File: src/rtl/div_pkg.sv
// Shared constants and types for the iterative divider: state encoding, op indices, alu_op bit positions.
// No logic of its own; imported by the interface, the step datapath and the controller.
package div_pkg;

  localparam int XLEN  = 32;
  localparam int CNT_W = 6;

  typedef enum logic [1:0] {
    DIV_IDLE = 2'd0,
    DIV_CALC = 2'd1,
    DIV_FIX  = 2'd2,
    DIV_DONE = 2'd3
  } div_state_t;

  // One-hot positions inside div_op, same order as alu_op[21:18]
  localparam int DIV_OP_DIV_W  = 0;
  localparam int DIV_OP_DIV_WU = 1;
  localparam int DIV_OP_MOD_W  = 2;
  localparam int DIV_OP_MOD_WU = 3;

  localparam int ALU_OP_DIV_W  = 18;
  localparam int ALU_OP_DIV_WU = 19;
  localparam int ALU_OP_MOD_W  = 20;
  localparam int ALU_OP_MOD_WU = 21;

  typedef struct packed {
    logic is_signed;
    logic want_rem;
    logic sign_q;
    logic sign_r;
    logic div0;
  } div_info_t;

  function automatic logic [XLEN-1:0] mag(input logic [XLEN-1:0] v, input logic neg);
    return neg ? (~v + 1'b1) : v;
  endfunction

endpackage

File: src/rtl/div_ctrl_if.sv
// Request/result handshake bundle between EX and the divide controller.
// Request side is valid/ready, result side is valid/ready, flush cancels, busy stalls EX.
interface div_ctrl_if;
  import div_pkg::*;

  logic            div_valid;
  logic            div_ready;
  logic [3:0]      div_op;
  logic [XLEN-1:0] div_src1;
  logic [XLEN-1:0] div_src2;
  logic            flush;
  logic            res_valid;
  logic            res_ready;
  logic [XLEN-1:0] div_result;
  logic            busy;

  modport master (
    output div_valid, div_op, div_src1, div_src2, flush, res_ready,
    input  div_ready, res_valid, div_result, busy
  );

  modport slave (
    input  div_valid, div_op, div_src1, div_src2, flush, res_ready,
    output div_ready, res_valid, div_result, busy
  );

endinterface

File: src/rtl/div_step.sv
// One radix-2 restoring iteration on {rem, quo} against an unsigned divisor.
// Purely combinational, no backpressure; the controller registers the result each cycle.
module div_step
  import div_pkg::*;
(
  input  logic [XLEN:0]   rem,
  input  logic [XLEN-1:0] quo,
  input  logic [XLEN-1:0] divisor,
  output logic [XLEN:0]   rem_nxt,
  output logic [XLEN-1:0] quo_nxt
);

  logic [XLEN:0] rem_sh;
  logic [XLEN:0] trial;
  logic          no_sub;

  always_comb begin
    rem_sh  = {rem[XLEN-1:0], quo[XLEN-1]};
    trial   = rem_sh - {1'b0, divisor};
    // A bit shifted out of rem means the partial remainder already exceeds any divisor
    no_sub  = trial[XLEN] & ~rem[XLEN];
    rem_nxt = no_sub ? rem_sh : trial;
    quo_nxt = {quo[XLEN-2:0], ~no_sub};
  end

endmodule

File: src/rtl/div_ctrl.sv
// Iterative 32-bit signed/unsigned divide/modulo controller for EX; busy stalls the pipe while in flight.
// Result valid 34 edges after accept; result held in DONE until res_ready, flush or reset cancels.
module div_ctrl
  import div_pkg::*;
(
  input  logic      clk,
  input  logic      rst,
  div_ctrl_if.slave dif
);

  div_state_t       state;
  logic [CNT_W-1:0] cnt;
  logic [XLEN:0]    rem;
  logic [XLEN-1:0]  quo;
  logic [XLEN-1:0]  divisor;
  logic [XLEN-1:0]  result;
  div_info_t        info;

  logic [XLEN:0]    rem_nxt;
  logic [XLEN-1:0]  quo_nxt;
  logic             op_signed;
  logic             s1;
  logic             s2;
  logic [XLEN-1:0]  quo_fix;
  logic [XLEN-1:0]  rem_fix;

  div_step u_step (
    .rem     (rem),
    .quo     (quo),
    .divisor (divisor),
    .rem_nxt (rem_nxt),
    .quo_nxt (quo_nxt)
  );

  assign op_signed = dif.div_op[DIV_OP_DIV_W] | dif.div_op[DIV_OP_MOD_W];
  assign s1        = op_signed & dif.div_src1[XLEN-1];
  assign s2        = op_signed & dif.div_src2[XLEN-1];

  // Divide by zero leaves an all-ones quotient that must not be sign-corrected
  assign quo_fix = info.div0 ? '1 : mag(quo, info.is_signed & info.sign_q);
  assign rem_fix = mag(rem[XLEN-1:0], info.is_signed & info.sign_r);

  always_ff @(posedge clk) begin
    if (!rst) begin
      state   <= DIV_IDLE;
      cnt     <= '0;
      rem     <= '0;
      quo     <= '0;
      divisor <= '0;
      result  <= '0;
      info    <= '0;
    end else if (dif.flush) begin
      state <= DIV_IDLE;
    end else begin
      case (state)
        DIV_IDLE: begin
          if (dif.div_valid) begin
            info.is_signed <= op_signed;
            info.want_rem  <= dif.div_op[DIV_OP_MOD_W] | dif.div_op[DIV_OP_MOD_WU];
            info.sign_q    <= s1 ^ s2;
            info.sign_r    <= s1;
            info.div0      <= (dif.div_src2 == '0);
            rem            <= '0;
            quo            <= mag(dif.div_src1, s1);
            divisor        <= mag(dif.div_src2, s2);
            cnt            <= '0;
            state          <= DIV_CALC;
          end
        end
        DIV_CALC: begin
          rem <= rem_nxt;
          quo <= quo_nxt;
          cnt <= cnt + CNT_W'(1);
          if (cnt == CNT_W'(XLEN - 1)) state <= DIV_FIX;
        end
        DIV_FIX: begin
          result <= info.want_rem ? rem_fix : quo_fix;
          state  <= DIV_DONE;
        end
        DIV_DONE: begin
          if (dif.res_ready) state <= DIV_IDLE;
        end
        default: state <= DIV_IDLE;
      endcase
    end
  end

  assign dif.div_ready  = (state == DIV_IDLE);
  assign dif.busy       = (state != DIV_IDLE);
  assign dif.res_valid  = (state == DIV_DONE);
  assign dif.div_result = result;

endmodule

File: src/flat_wrapper.sv
// flat-port wrapper written by rule: the top's interface ports become plain ports
module div_ctrl_flat import div_pkg::*;
  (clk, rst, dif_div_valid, dif_div_op, dif_div_src1, dif_div_src2, dif_flush, dif_res_ready, dif_div_ready, dif_res_valid, dif_div_result, dif_busy);
  div_ctrl_if dif_i ();
  input  logic clk;
  input  logic rst;
  input wire logic [$bits(dif_i.div_valid)-1:0] dif_div_valid;
  input wire logic [$bits(dif_i.div_op)-1:0] dif_div_op;
  input wire logic [$bits(dif_i.div_src1)-1:0] dif_div_src1;
  input wire logic [$bits(dif_i.div_src2)-1:0] dif_div_src2;
  input wire logic [$bits(dif_i.flush)-1:0] dif_flush;
  input wire logic [$bits(dif_i.res_ready)-1:0] dif_res_ready;
  output wire logic [$bits(dif_i.div_ready)-1:0] dif_div_ready;
  output wire logic [$bits(dif_i.res_valid)-1:0] dif_res_valid;
  output wire logic [$bits(dif_i.div_result)-1:0] dif_div_result;
  output wire logic [$bits(dif_i.busy)-1:0] dif_busy;
  assign dif_i.div_valid = dif_div_valid;
  assign dif_i.div_op = dif_div_op;
  assign dif_i.div_src1 = dif_div_src1;
  assign dif_i.div_src2 = dif_div_src2;
  assign dif_i.flush = dif_flush;
  assign dif_i.res_ready = dif_res_ready;
  assign dif_div_ready = dif_i.div_ready;
  assign dif_res_valid = dif_i.res_valid;
  assign dif_div_result = dif_i.div_result;
  assign dif_busy = dif_i.busy;
  div_ctrl u_core (.clk(clk), .rst(rst), .dif(dif_i));
endmodule
File: config.mk
export PLATFORM = sky130hd
export DESIGN_NAME = div_ctrl_flat
export DESIGN_NICKNAME = d
export VERILOG_FILES = /design/src/rtl/div_pkg.sv /design/src/rtl/div_ctrl_if.sv /design/src/rtl/div_step.sv /design/src/rtl/div_ctrl.sv /design/src/flat_wrapper.sv
export SDC_FILE = /design/constraint.sdc
export NUM_CORES = 1
export LEC_CHECK = 0
export ABC_AREA = 1
export BUFFER_PORTS_ARGS = -buffer_cell sky130_fd_sc_hd__clkbuf_2
export CORE_MARGIN = 3
export CORE_UTILIZATION = 28
export DETAILED_ROUTE_END_ITERATION = 12
export SLEW_MARGIN = 20
export SYNTH_ARGS = -nofsm -noshare
export SYNTH_HDL_FRONTEND = slang
export SYNTH_SLANG_ARGS = --single-unit
File: constraint.sdc
create_clock -name clk -period 2.9 [get_ports clk]
set_input_delay 0.29 -clock clk [delete_from_list [all_inputs] [get_ports clk]]
set_output_delay 0.29 -clock clk [all_outputs]
set_load 0.02 [all_outputs]
==> flow_metrics.py <==
metrics = {
    "place": {
        "placed_area_um2": 13060,
        "dp_hpwl_um": 33480,
        "dp_cells": 2652,
        "gp_congestion": 0.9541,
        "io_buffers": 106,
    },
    "clock_network": {
        "htree_levels": 4,
        "cts-root-buf": "clkbuf_16",
        "clk_latency_ps": 440,
        "post_cts_buffers": 0,
        "cts_tree": "built",
        "cts_max_path_buffers": 2,
        "cts_hold_buf": 0,
        "cts.sinks": 142,
        "clkTransAtPathRegs_ps": 70,
        "cts_buffers": 17,
    },
    "worst_setup_path": {
        "r2r_start": "u_core.state[0]",
        "worst-r2r-cell-count": 10,
        "required_ps": 3260,
        "crit_chain": "inv_1, ha_1, inv_1, nor3_2, inv_1, nor2_1, inv_1, a21oi_1, o21ai_0, a31oi_1",
        "max_stage_delay_ps": 570,
        "critPathMaxFanout": 9,
        "arrival_ps": 3020,
        "r2r_slack_ps": 240,
        "cp_slowest_cell": "nor2_1",
        "critPathKind": "flop to flop",
        "rr_endpoint": "u_core.quo[13]",
        "cp-start-kind": "flop",
        "crit_top_cell": "inv_1",
        "critPathCaptureType": "flop",
    },
    "logic_synthesis": {
        "syn_inst": 2056,
        "synth.yosys.seq_area_share_pct": 23.89,
        "synth-seq-cells": 142,
        "synthAdderAreaFrac_pct": 4.479,
        "async_reset_ff_share_pct": 0,
        "syn-num-nets": 2171,
        "avgSynthCellArea_um2": 5.787,
        "netlist_area_um2": 11900,
        "synth_top_area_share_pct": 23.89,
        "synth_xor_area_share_pct": 2.944,
        "synth_cell_types": 49,
        "synth_compound_area_share_pct": 17.56,
        "yosys.area_share.simple_pct": 39.05,
        "synth_top_family_by_area": "simple AND/OR/NAND/NOR gates",
        "synthMuxAreaShare_pct": 0,
        "synth_top_cell_by_area": "dfxtp_1",
        "yosys-top-cells-area": "dfxtp_1 24%, nand2_1 17%, inv_1 8.9%",
        "synth-edff-count": 0,
        "synth_warnings": 0,
        "ys.flop_type": "dfxtp_1",
    },
    "floorplanning": {
        "die_area_um2": 45010,
        "initial_utilization_pct": 28.75,
        "placementRows": 74,
        "ios": 108,
        "die-width_um": 212.1,
        "die_h_um": 212.1,
        "core_um2": 41390,
    },
    "timing": {
        "setup_viol": 0,
        "rsz0062_at_grt": "yes",
        "worstMarginPinSlew_ps": 778.0,
        "finalHoldViolCount": 0,
        "fmax_ghz": 0.3763,
        "maxSlewViolCount": 0,
        "finalCritPeriodShare_pct": 91.63,
        "maxSlewHeadroom_pct": 48.01,
        "post-route-min-period_ps": 2657,
        "fin_skew_ps": 14.36,
    },
    "worst_hold_path": {
        "hp-class": "input port to flop",
        "hold_path_depth": 3,
        "whs_endpoint": "u_core.divisor[0]",
        "hp-start": "dif_div_src2[0]",
    },
    "pwr": {
        "power.total_w": 0.005859,
        "vdd_drop_max_uv": 340.8,
        "leakage_nw": 6.663,
        "power_density_nw_per_um2": 429.5,
    },
    "detailed_routing": {
        "drt-initial-drc-count": 1256,
        "wl_per_cell_um": 15.83,
        "drt_pass1_iterations": 5,
        "vias": 13470,
        "ant_nets": 0,
        "drc_errors": 0,
        "wl_um": 42500,
        "via_per_inst": 5.016,
    },
    "grt": {
        "antenna_found_initial": 0,
        "grt-ovfl-total": 0,
        "grtUsageTotal_pct": 18.69,
        "grt_pass1_wl_um": 67300,
        "grt_max_degree": 56,
        "grt_pass1_vias": 12560,
    },
    "final_layout": {
        "final_cells": 2685,
        "layout_commonest_cell": "nand2_1",
        "syn_to_final_growth_pct": 14.65,
        "fillerInstances": 4594,
        "nNetsFinal": 2255,
        "n_antenna_cell": 0,
        "final_cell_mix": "550 x nand2_1, 281 x inv_1, 224 x nor2_1",
        "drive_above_1_share_pct": 9.847,
        "finalCoreUtilization_pct": 32.96,
        "final_area_um2": 13640,
    },
    "outcome": {
        "outcome": "complete, no violations",
    },
    "flow_run": {
        "max_cap_violations": 0,
    },
}
[cell usage after synthesis, types with 2 or more instances]
master and count:
a211oi_1 4, a21o_1 2, a21oi_1 156, a21oi_2 2
a21oi_4 2, a31oi_1 33, buf_1 4, buf_2 14
buf_6 6, clkbuf_1 53, clkinv_1 4, dfxtp_1 142
ha_1 41, inv_1 282, inv_2 3, nand2_1 550
nand2_2 10, nand3_1 209, nand3_2 2, nand3b_1 21
nand4_1 16, nor2_1 225, nor2_2 3, nor2_4 2
nor3_1 29, nor3_2 3, nor3b_1 2, nor4_1 4
o211ai_1 15, o21a_1 2, o21ai_0 132, o21ai_1 4
o21ai_2 2, o21bai_1 2, o221ai_1 4, o22ai_1 10
o31ai_1 7, or2_0 2, or2_1 2, or2_2 3
xnor2_1 17, xor2_1 23
[metal layers]
layer  track usage (%)  part of all wire, %  up-vias  wire [um]
met5                 0                    0        -          0
met4             5.704                  2.4        0       1000
met3             2.095                  5.0       58       2136
met2             30.23                   45      391      19080
met1             26.14                   48     6161      20280
li1                  -                    -     6858          -
[timing repair]
item	CTS	global route
hold endpoints to repair	0	0
setup endpoints to repair	0	20
resized for setup	0	3
[how the worst max path moves through the flow]
stage,startpoint,to,slack (ps),depth (start not counted)
after floorplan,u_core.quo[31],u_core.rem[23],720,18
after global placement,u_core.quo[31],u_core.rem[1],270,17
after detailed placement,u_core.quo[31],u_core.rem[2],220,16
after CTS,u_core.quo[31],u_core.rem[3],180,17
after global routing,u_core.state[1],u_core.rem[2],-10,8
final,u_core.state[0],u_core.quo[13],240,10
[where the power goes]
part           switching, W  total, W  internal [W]  leakage [nW]
registers         0.0000817   0.00213       0.00204          1.16
logic               0.00111   0.00162      0.000507          5.25
clock network      0.000960   0.00211       0.00115         0.256
[critical path: cells and delay by family, from the launching register on]
family	cells	cell delay [ps]
AND/OR/NAND/NOR	2	880
AO/OA/AOI/OAI	3	570
buffers and inverters	4	560
flip-flops	1	330
adder cells (fa/ha/maj)	1	220
[state kept, by name, indices dropped and copies added (netlist names)]
register               cells
u_core.cnt                 6
u_core.dif.div_result     32
u_core.divisor            32
u_core.info                5
u_core.quo                32
u_core.rem                33
u_core.state               2
[kinds of logic after synthesis]
| kind of cell | after synthesis |
|---|---|
| compound gates | 379 |
| xor+xnor | 40 |
| fa+ha+maj | 42 |
| buf+inv | 366 |
| flops | 142 |
| simple gates | 1087 |
[cell type report]
class	count	area [um2]	share of cell area, %
Tap cell	532	665.6	4.879
Multi-Input combinational cell	1549	7659	56.14
Sequential cell	142	2843	20.84
Clock inverter	13	106.4	0.7796
Clock buffer	19	452.9	3.320
Timing Repair Buffer	141	830.8	6.090
Inverter	289	1085	7.952
[stage by stage]
stage          hold slack (ps)  setup TNS [ps]  worst slack (ps)
2_1_floorplan            439.1               0             723.5
3_3_place_gp             450.9               0             270.2
3_5_place_dp             458.0               0             216.1
4_1_cts                  123.1               0             176.1
5_1_grt                  159.9          -11.71            -11.71
6_report                 141.0               0             242.7
(Power assumes the default switching activity.)
